`config.mk`:
```
export PLATFORM = sky130hd
export DESIGN_NAME = cnn_layer_accel_layer_engine_dispatcher
export DESIGN_NICKNAME = d
export VERILOG_FILES = /design/src/rtl/cnn_layer_accel_layer_engine_dispatcher.sv
export SDC_FILE = /design/constraint.sdc
export NUM_CORES = 1
export LEC_CHECK = 0
export CORE_MARGIN = 4
export CORE_UTILIZATION = 35
export CTS_BUF_LIST = sky130_fd_sc_hd__clkbuf_4 sky130_fd_sc_hd__clkbuf_8
export DETAILED_ROUTE_END_ITERATION = 8
export PLACE_DENSITY_LB_ADDON = 0.2
export SLEW_MARGIN = 30
export SYNTH_ARGS = -nofsm -noshare
export SYNTH_HDL_FRONTEND = slang
export SYNTH_SLANG_ARGS = --single-unit
```
`constraint.sdc`:
```
create_clock -name clk -period 2.2 [get_ports clk]
set_input_delay 0.55 -clock clk [delete_from_list [all_inputs] [get_ports clk]]
set_output_delay 0.55 -clock clk [all_outputs]
set_load 0.05 [all_outputs]
```
`src/rtl/cnn_layer_accel_layer_engine_dispatcher.sv`:
```
// cnn_layer_accel_layer_engine_dispatcher: turns a job into header/cfg0/cfg1 packets and reports its completion.
// Define CNN_LAYER_ACCEL_DISP_TIMEOUT_EN to bound the completion wait by C_TIMEOUT_CYCLES.
module cnn_layer_accel_layer_engine_dispatcher #(
  parameter int C_PACKET_WIDTH   = 66,
  parameter int C_TIMEOUT_CYCLES = 65535
) (
  input  logic                      clk,
  input  logic                      rst,
  input  logic                      job_valid,
  output logic                      job_ready,
  input  logic [7:0]                job_tag,
  input  logic [7:0]                job_opcode,
  input  logic [63:0]               job_cfg0,
  input  logic [63:0]               job_cfg1,
  output logic                      job_done,
  output logic [7:0]                job_status,
  output logic                      job_error,
  output logic                      disp_output_valid,
  input  logic                      disp_output_accept,
  output logic [C_PACKET_WIDTH-1:0] disp_output_data,
  input  logic                      disp_input_valid,
  output logic                      disp_input_accept,
  input  logic [C_PACKET_WIDTH-1:0] disp_input_data
);
  typedef enum logic [5:0] {
    ST_IDLE            = 6'b000001,
    ST_SEND_HEADER     = 6'b000010,
    ST_SEND_CFG0       = 6'b000100,
    ST_SEND_CFG1       = 6'b001000,
    ST_WAIT_COMPLETION = 6'b010000,
    ST_REPORT          = 6'b100000
  } state_t;
  state_t      state_q;
  logic [7:0]  tag_q;
  logic [7:0]  op_q;
  logic [63:0] cfg0_q;
  logic [63:0] cfg1_q;
  logic [7:0]  status_q;
  logic        error_q;
  logic        unused_bits;
`ifdef CNN_LAYER_ACCEL_DISP_TIMEOUT_EN
  logic [15:0] cnt_q;
`endif
  assign unused_bits       = ^{disp_input_data[63:16], 16'(C_TIMEOUT_CYCLES)};
  assign job_ready         = state_q == ST_IDLE;
  assign job_done          = state_q == ST_REPORT;
  assign job_status        = status_q;
  assign job_error         = error_q;
  assign disp_input_accept = state_q == ST_WAIT_COMPLETION;
  assign disp_output_valid = state_q inside {ST_SEND_HEADER, ST_SEND_CFG0, ST_SEND_CFG1};
  assign disp_output_data  = (state_q == ST_SEND_HEADER) ? {2'b01, 40'd0, op_q, tag_q, 8'd2} :
                             (state_q == ST_SEND_CFG0)   ? {2'b00, cfg0_q} :
                             (state_q == ST_SEND_CFG1)   ? {2'b10, cfg1_q} : '0;
  always_ff @(posedge clk) begin
    if (rst) begin
      state_q  <= ST_IDLE;
      tag_q    <= '0;
      op_q     <= '0;
      cfg0_q   <= '0;
      cfg1_q   <= '0;
      status_q <= '0;
      error_q  <= 1'b0;
`ifdef CNN_LAYER_ACCEL_DISP_TIMEOUT_EN
      cnt_q    <= '0;
`endif
    end else begin
      unique case (state_q)
        ST_IDLE: if (job_valid) begin
          tag_q   <= job_tag;
          op_q    <= job_opcode;
          cfg0_q  <= job_cfg0;
          cfg1_q  <= job_cfg1;
          state_q <= ST_SEND_HEADER;
        end
        ST_SEND_HEADER: if (disp_output_accept) state_q <= ST_SEND_CFG0;
        ST_SEND_CFG0:   if (disp_output_accept) state_q <= ST_SEND_CFG1;
        ST_SEND_CFG1: if (disp_output_accept) begin
          state_q <= ST_WAIT_COMPLETION;
`ifdef CNN_LAYER_ACCEL_DISP_TIMEOUT_EN
          cnt_q   <= '0;
`endif
        end
        // a completion in the expiry cycle wins over the timeout
        ST_WAIT_COMPLETION: if (disp_input_valid) begin
          status_q <= disp_input_data[7:0];
          error_q  <= (disp_input_data[65:64] != 2'b11) || (disp_input_data[15:8] != tag_q);
          state_q  <= ST_REPORT;
        end
`ifdef CNN_LAYER_ACCEL_DISP_TIMEOUT_EN
        else if (cnt_q == 16'(C_TIMEOUT_CYCLES - 1)) begin
          status_q <= 8'hFF;
          error_q  <= 1'b1;
          state_q  <= ST_REPORT;
        end else cnt_q <= cnt_q + 16'd1;
`endif
        ST_REPORT: state_q <= ST_IDLE;
        default:   state_q <= ST_IDLE;
      endcase
    end
  end
endmodule

```
==> metrics, run 1 <==
DRT Pass-1 Iters 5; fraction of the mapped netlist area in adder cells 0; Initial Util 0.358; routability cong. 0.784; Fin. Hold Viols 0; top-area cell type share of the netlist area 0.493; CP delay by family, top simple AND/OR/NAND/NOR gates; I/O Buffers ~250; Slew Limit Fails 0; FF+latch count, synth 159; DP Area 10200 um2; Seq/Total Area, Yosys 0.493; worst min path class flip-flop to flip-flop; FP Rows 49; clock buffer depth 2; main flop type after synthesis dfxtp_1; Critical-path top delay cell or3_4; register area 3200 um2; Setup Viol. Count Final 69; TritonCTS clock tree built; post-synthesis cell area 6460 um2; Rel. slew slack 0.566; clock skew around 22 ps; CP Cell Sequence or3_4 -> buf_6 -> nor4b_4 -> buf_12 -> a222oi_1 -> inv_2 -> buf_12; worst skew pair latency 460 ps; EDFF count, synth 0; CP endpoint kind output port; number of synthesis warnings 0; vias 6388; Non-Filler Instances 1294; first-pass GRT wire length 31900 um; post-route ant nets 0; WP buf/inv 4; Core Area between 15000 and 20000 um2; CP startpoint kind flip-flop; worst setup path category flip-flop to output port; multi-input logic area roughly 3300 um2; top cells by count, synth 288 x nand2_1, 159 x dfxtp_1, 150 x a21oi_1; Root Buffer clkbuf_8; largest family of logic cells by synthesized area compound AO/OA/AOI/OAI gates; Synth area leaders dfxtp_1 49%, nand2_1 17%, a21oi_1 12%, a22o_1 6.4%, a222oi_1 2.5%; syn_area_per_cell 7.90 um2; share of layout cells above drive strength 1 0.214; Die ar. slightly above 20000 um2; PnR worst setup slack -561 ps; Chip Height between 100 and 150 um; Avg WL per Cell 15.8 um; final WL ~21000 um; Pwr Total 6.63 mW; DRC viols 0; Post-Synthesis Cells approximately 820; crit-path max FO 18; num ports 294; Sink Count 159; layout net count 1266; largest net degree at the start of global routing 84; Die W 144 um; PwrDens 607 nW/um2; dpl hpwl 14100 um; # fillers around 1500; Critical Path AT roughly 2200 ps; min Tclk post-route approximately 2800 ps; fin crit share 1.25; VDD IR max 0.542 mV; slowest stage delay, CP between 400 and 500 ps; post-synthesis mux area share 0.0124; maximum clock frequency 362 MHz; Initial DRC Count about 370; CTS Hold Bufs 0; outcome finished with violations; Post-Synth XOR/XNOR Area 0.0122; Final Util 0.606; placed insts between 1000 and 1500; P&R area growth vs syn 69.1%; Max Cap Viol 0; synth unique cells 35; initial antenna violation count 0; unrepaired setup endpoints after global routing yes; failing checks negative setup slack; Synth Area in Simple Gates 0.209; count leader, synth nand2_1; post-synthesis compound-gate area fraction 0.215; fin area approximately 11000 um2; clock-pin slew on the worst setup and hold paths 100 ps; post-synth net total 1032; static leakage between 4 and 5 nW; vias in the first global route about 6100; ys async rst share 0; grt ovf 0; gr usage total 0.195; Inserted Clock Buffers 17; drt via density between 4 and 5; CTS HTree Levels 4; Crit path top cell by count buf_12; Slew @ Worst Pin 651 ps; Synth area leader dfxtp_1; CP required roughly 1700 ps
[path summary, 6_finish.rpt]
| kind | from | end | slack (ps) | depth (start not counted) |
|---|---|---|---|---|
| max reg2reg | state_q[0] | job_status[6] | 190 | 6 |
| max | state_q[5] | disp_output_data[22] | -560 | 7 |
| min reg2reg | op_q[5] | op_q[5] | 460 | 2 |
| min | op_q[5] | op_q[5] | 460 | 2 |
[layout make-up]
| cell class | count | share of cell area |
|---|---|---|
| clock inverter | 14 | 0.0143 |
| sequential | 159 | 0.293 |
| tap | 229 | 0.0262 |
| clock buffer | 18 | 0.0221 |
| inverter | 17 | 0.00584 |
| antenna | 1 | 0.000229 |
| multi-input combinational | 570 | 0.303 |
| timing repair buffer | 286 | 0.335 |
[layout by cell type, fill, tap and decap left out, types with 12 or more instances in the layout]
master	Yosys	layout
nand2_1	288	288
buf_12	0	82
clkdlybuf4s50_1	0	167
inv_2	0	16
a22o_4	0	34
buf_4	1	17
dfxtp_1	159	154
a22o_2	0	13
a222oi_1	16	16
a21oi_1	150	149
clkbuf_8	0	17
buf_6	1	12
[per-layer routing]
metal | part of all wire | GRT usage
met1 | 0.42 | 0.248
met3 | 0.074 | 0.0616
met4 | 0.021 | 0.0669
met2 | 0.49 | 0.314
met5 | 0 | 0
[power by group]
| group | leakage, nW | switching (mW) | total, mW | internal [mW] |
|---|---|---|---|---|
| Sequential | 1.30 | 0.146 | 3.25 | 3.10 |
| Combinational | 2.87 | 0.591 | 1.17 | 0.582 |
| Clock | 0.196 | 1.17 | 2.21 | 1.04 |
[stage by stage]
step                setup TNS (ps)  hold slack [ps]  worst slack, ps
floorplan                    -6070              436             -149
global placement             -8130              441             -174
global route                -40600              473             -659
CTS                         -37190              459             -594
detailed placement           -8620              446             -203
finish                      -33830              457             -561
[flip-flops by register name (all words and copies together), names as in the netlist]
| signal | flops |
|---|---|
| cfg0_q | 64 |
| job_status | 8 |
| op_q | 8 |
| job_error | 1 |
| tag_q | 8 |
| cfg1_q | 64 |
| state_q | 6 |
[kinds of logic (layout without fill, tap and decap cells)]
group                     Yosys count  in the layout
xor gates and xnor gates            9              9
and+or+nand+nor                   331            331
AOI/OAI and AO/OA                 222            222
DFF                               159            159
muxes                               8              8
other                               0              1
buffers and inverters              88            335
[worst min-delay path, stage by stage, from the launching register on]
cell and delay (ps):
dfxtp_1 320, nand2_1 50, a21oi_1 50
[what timing repair did]
action | 4_1_cts | 5_1_grt
pin swaps | 6 | 4
cloned | 1 | 0
gates resized for setup | 50 | 16
setup endpoints to repair | 75 | 81
buffers inserted | 6 | 3
(Power assumes the default switching activity.)
==> inputs of run 2 (changes only) <==
- ABC_AREA: not set -> 1
==> run 2 against run 1 <==
The flow still finishes with violations (negative setup slack). Largest cell class unchanged. Die area increased by 1.3%. Cell count increased by 4.4%. Highest routed layer unchanged. Synthesized cell count up 5.6%. Global-route usage rose by 0.44 points. Largest power group unchanged.
==> metrics, run 2 <==
outcome finished with violations; failing checks negative setup slack; number of synthesis warnings 0 (unchanged); ys async rst share 0 (unchanged); Post-Synthesis Cells 863 (+5.6%); Die ar. 20900 um2 (+1.3%); DP Area 9940 um2 (-2.1%); static leakage 4.73 nW (+8.3%); Initial DRC Count 292 (-22%); fin area 10900 um2 (+0.10%); TritonCTS clock tree built; hold path start cfg1_q[34]; Fin. Hold Viols 0 (unchanged); Max Cap Viol 0 (unchanged); clock-pin slew on the worst setup and hold paths 80 ps (-20 ps); largest net degree at the start of global routing 92 (+9.5%); FP Rows 49 (unchanged); CP required 1650 ps (about the same); P&R area growth vs syn 67.1%; Root Buffer clkbuf_8; worst min path class flip-flop to flip-flop; top-area cell type share of the netlist area 0.486 (-0.00660); clock skew 9.07 ps (-13.3 ps); worst setup path category flip-flop to output port; Initial Util 0.361 (+0.00241); first-pass GRT wire length 33100 um (+3.7%); CTS HTree Levels 4 (unchanged); Core Area 18100 um2 (+0.68%); fin crit share 1.09 (-0.162); hold path depth 2 (unchanged); gr usage total 0.199 (+0.00444); post-synthesis cell area 6540 um2 (+1.4%); most frequent cells in the layout 291 x nor2_1, 170 x clkdlybuf4s50_1, 153 x dfxtp_1, 132 x o21ai_1, 82 x buf_12; Sink Count 159 (unchanged); min Tclk post-route 2400 ps (-357 ps); initial antenna violation count 0 (unchanged); Synth area leader dfxtp_1; Place WS 147 ps (+350 ps); PnR worst setup slack -203 ps (+357 ps); DRT Pass-1 Iters 5 (unchanged); CP endpoint kind output port; CTS Hold Bufs 0 (unchanged); Critical Path AT 1850 ps (-360 ps); PwrDens 598 nW/um2 (-1.4%); Slew Limit Fails 0 (unchanged); synth unique cells 23 (-34%); unrepaired setup endpoints after global routing yes; CP startpoint kind flip-flop; Worst R2R Path Depth 8 (+2); Seq/Total Area, Yosys 0.486 (-0.00660); syn_area_per_cell 7.58 um2 (-4.0%); FF+latch count, synth 159 (unchanged); EDFF count, synth 0 (unchanged); grt ovf 0 (unchanged); Final Hold Slack 503 ps (+45.4 ps); VDD IR max 0.343 mV (-37%); top cells by count, synth 294 x nor2_1, 159 x dfxtp_1, 132 x o21ai_1; DRC viols 0 (unchanged); Crit Reg-Reg Startpoint state_q[3]; Avg WL per Cell 15.8 um (about the same); routability cong. 0.820 (+4.5%); crit-path max FO 15 (-3); drt via density 4.84 (-1.9%); worst hold endpoint cfg1_q[34]; main flop type after synthesis dfxtp_1; vias 6541 (+2.4%); Non-Filler Instances 1351 (+4.4%); I/O Buffers 245 (unchanged); post-synth net total 1078 (+4.5%); Inserted Clock Buffers 17 (unchanged); Rel. slew slack 0.641 (+0.0752); r2r setup slk 450 ps (+260 ps); Slew @ Worst Pin 537 ps (-114 ps); clock buffer depth 2 (unchanged); maximum clock frequency 416 MHz (+15%); dpl hpwl 13900 um (-1.7%); Synth area leaders dfxtp_1 49%, nor2_1 17%, o21ai_1 10%, a22o_1 6.3%, nand2_1 3.2%; Chip Height 145 um (+0.64%); Setup Viol. Count Final 67 (-2.9%); Top Registers cfg0_q x64, cfg1_q x64; post-route ant nets 0 (unchanged); share of layout cells above drive strength 1 0.187 (-0.0270); count leader, synth nor2_1; num ports 294 (unchanged); placed insts 1298 (+3.6%); most common cell after layout, fill and taps aside nor2_1; worst skew pair latency 440 ps (-20 ps); final WL 21400 um (+4.4%); layout net count 1325 (+4.7%); R2R Path End op_q[3]; Die W 145 um (+0.64%); vias in the first global route 6486 (+6.3%)
[run 2: cells by family (layout without fill, tap and decap cells)]
family	Yosys count	count (layout)	share of synthesized area
buffers and inverters	90	348	0.0763
AND/OR/NAND/NOR	387	387	0.233
other	0	1	0
flip-flops	159	159	0.486
XOR/XNOR	1	1	0.00134
AO/OA/AOI/OAI	226	226	0.203
[run 2: metal layers]
| metal | routed length, um | GRT usage | share of wire | vias to the layer above |
|---|---|---|---|---|
| met3 | 1620 | 0.0624 | 0.076 | 33 |
| met1 | 9020 | 0.247 | 0.42 | 2971 |
| met2 | 10300 | 0.329 | 0.48 | 192 |
| met5 | 0 | 0 | 0 | - |
| li1 | - | - | - | 3345 |
| met4 | 461 | 0.0697 | 0.022 | 0 |
[run 2: final cells by class]
class | count | area, um2
Clock inverter | 11 | 93.8
Clock buffer | 19 | 255
Timing Repair Buffer | 292 | 3800
Sequential cell | 159 | 3190
Multi-Input combinational cell | 614 | 3190
Inverter | 26 | 111
Antenna cell | 1 | 2.50
Tap cell | 229 | 287
Fill cell | 1629 | 7220
[run 2: power by group]
part | total, mW | switching [mW] | leakage, nW | internal, mW
sequential | 3.37 | 0.180 | 1.32 | 3.19
combinational | 1.17 | 0.603 | 3.24 | 0.564
clock | 2.01 | 1.09 | 0.173 | 0.916
[run 2: metrics by stage]
step / utilization / TNS [ps] / total power [mW]
after floorplan: - / 0 / 4.06
after global placement: 0.548 / 0 / 4.54
after detailed placement: 0.548 / 0 / 4.56
after CTS: 0.586 / -11050 / 6.59
after global routing: 0.602 / -17480 / 6.90
final: 0.602 / -10300 / 6.54
[run 2: worst max-delay path by stage]
stage	from	end	slack, ps	cells past startpoint
2_1_floorplan	state_q[5]	disp_output_data[11]	100	7
3_3_place_gp	state_q[5]	disp_output_data[43]	160	6
3_5_place_dp	state_q[5]	disp_output_data[57]	150	6
4_1_cts	state_q[4]	disp_output_data[11]	-200	6
5_1_grt	state_q[5]	disp_output_data[39]	-310	6
6_report	state_q[5]	disp_output_data[42]	-200	6
[run 2: timing repair]
action | 4_1_cts | 5_1_grt
resized for setup | 23 | 41
gates cloned | 4 | 1
endpoints found under the setup margin | 67 | 75
pin swaps | 34 | 9
buffers inserted | 13 | 4
[run 2: critical path: stages, from the launching register on]
cell	delay (ps)
dfxtp_2	350
nor2_4	180
nand3_2	130
inv_4	110
bufbuf_16	300
a22o_1	190
buf_12	150
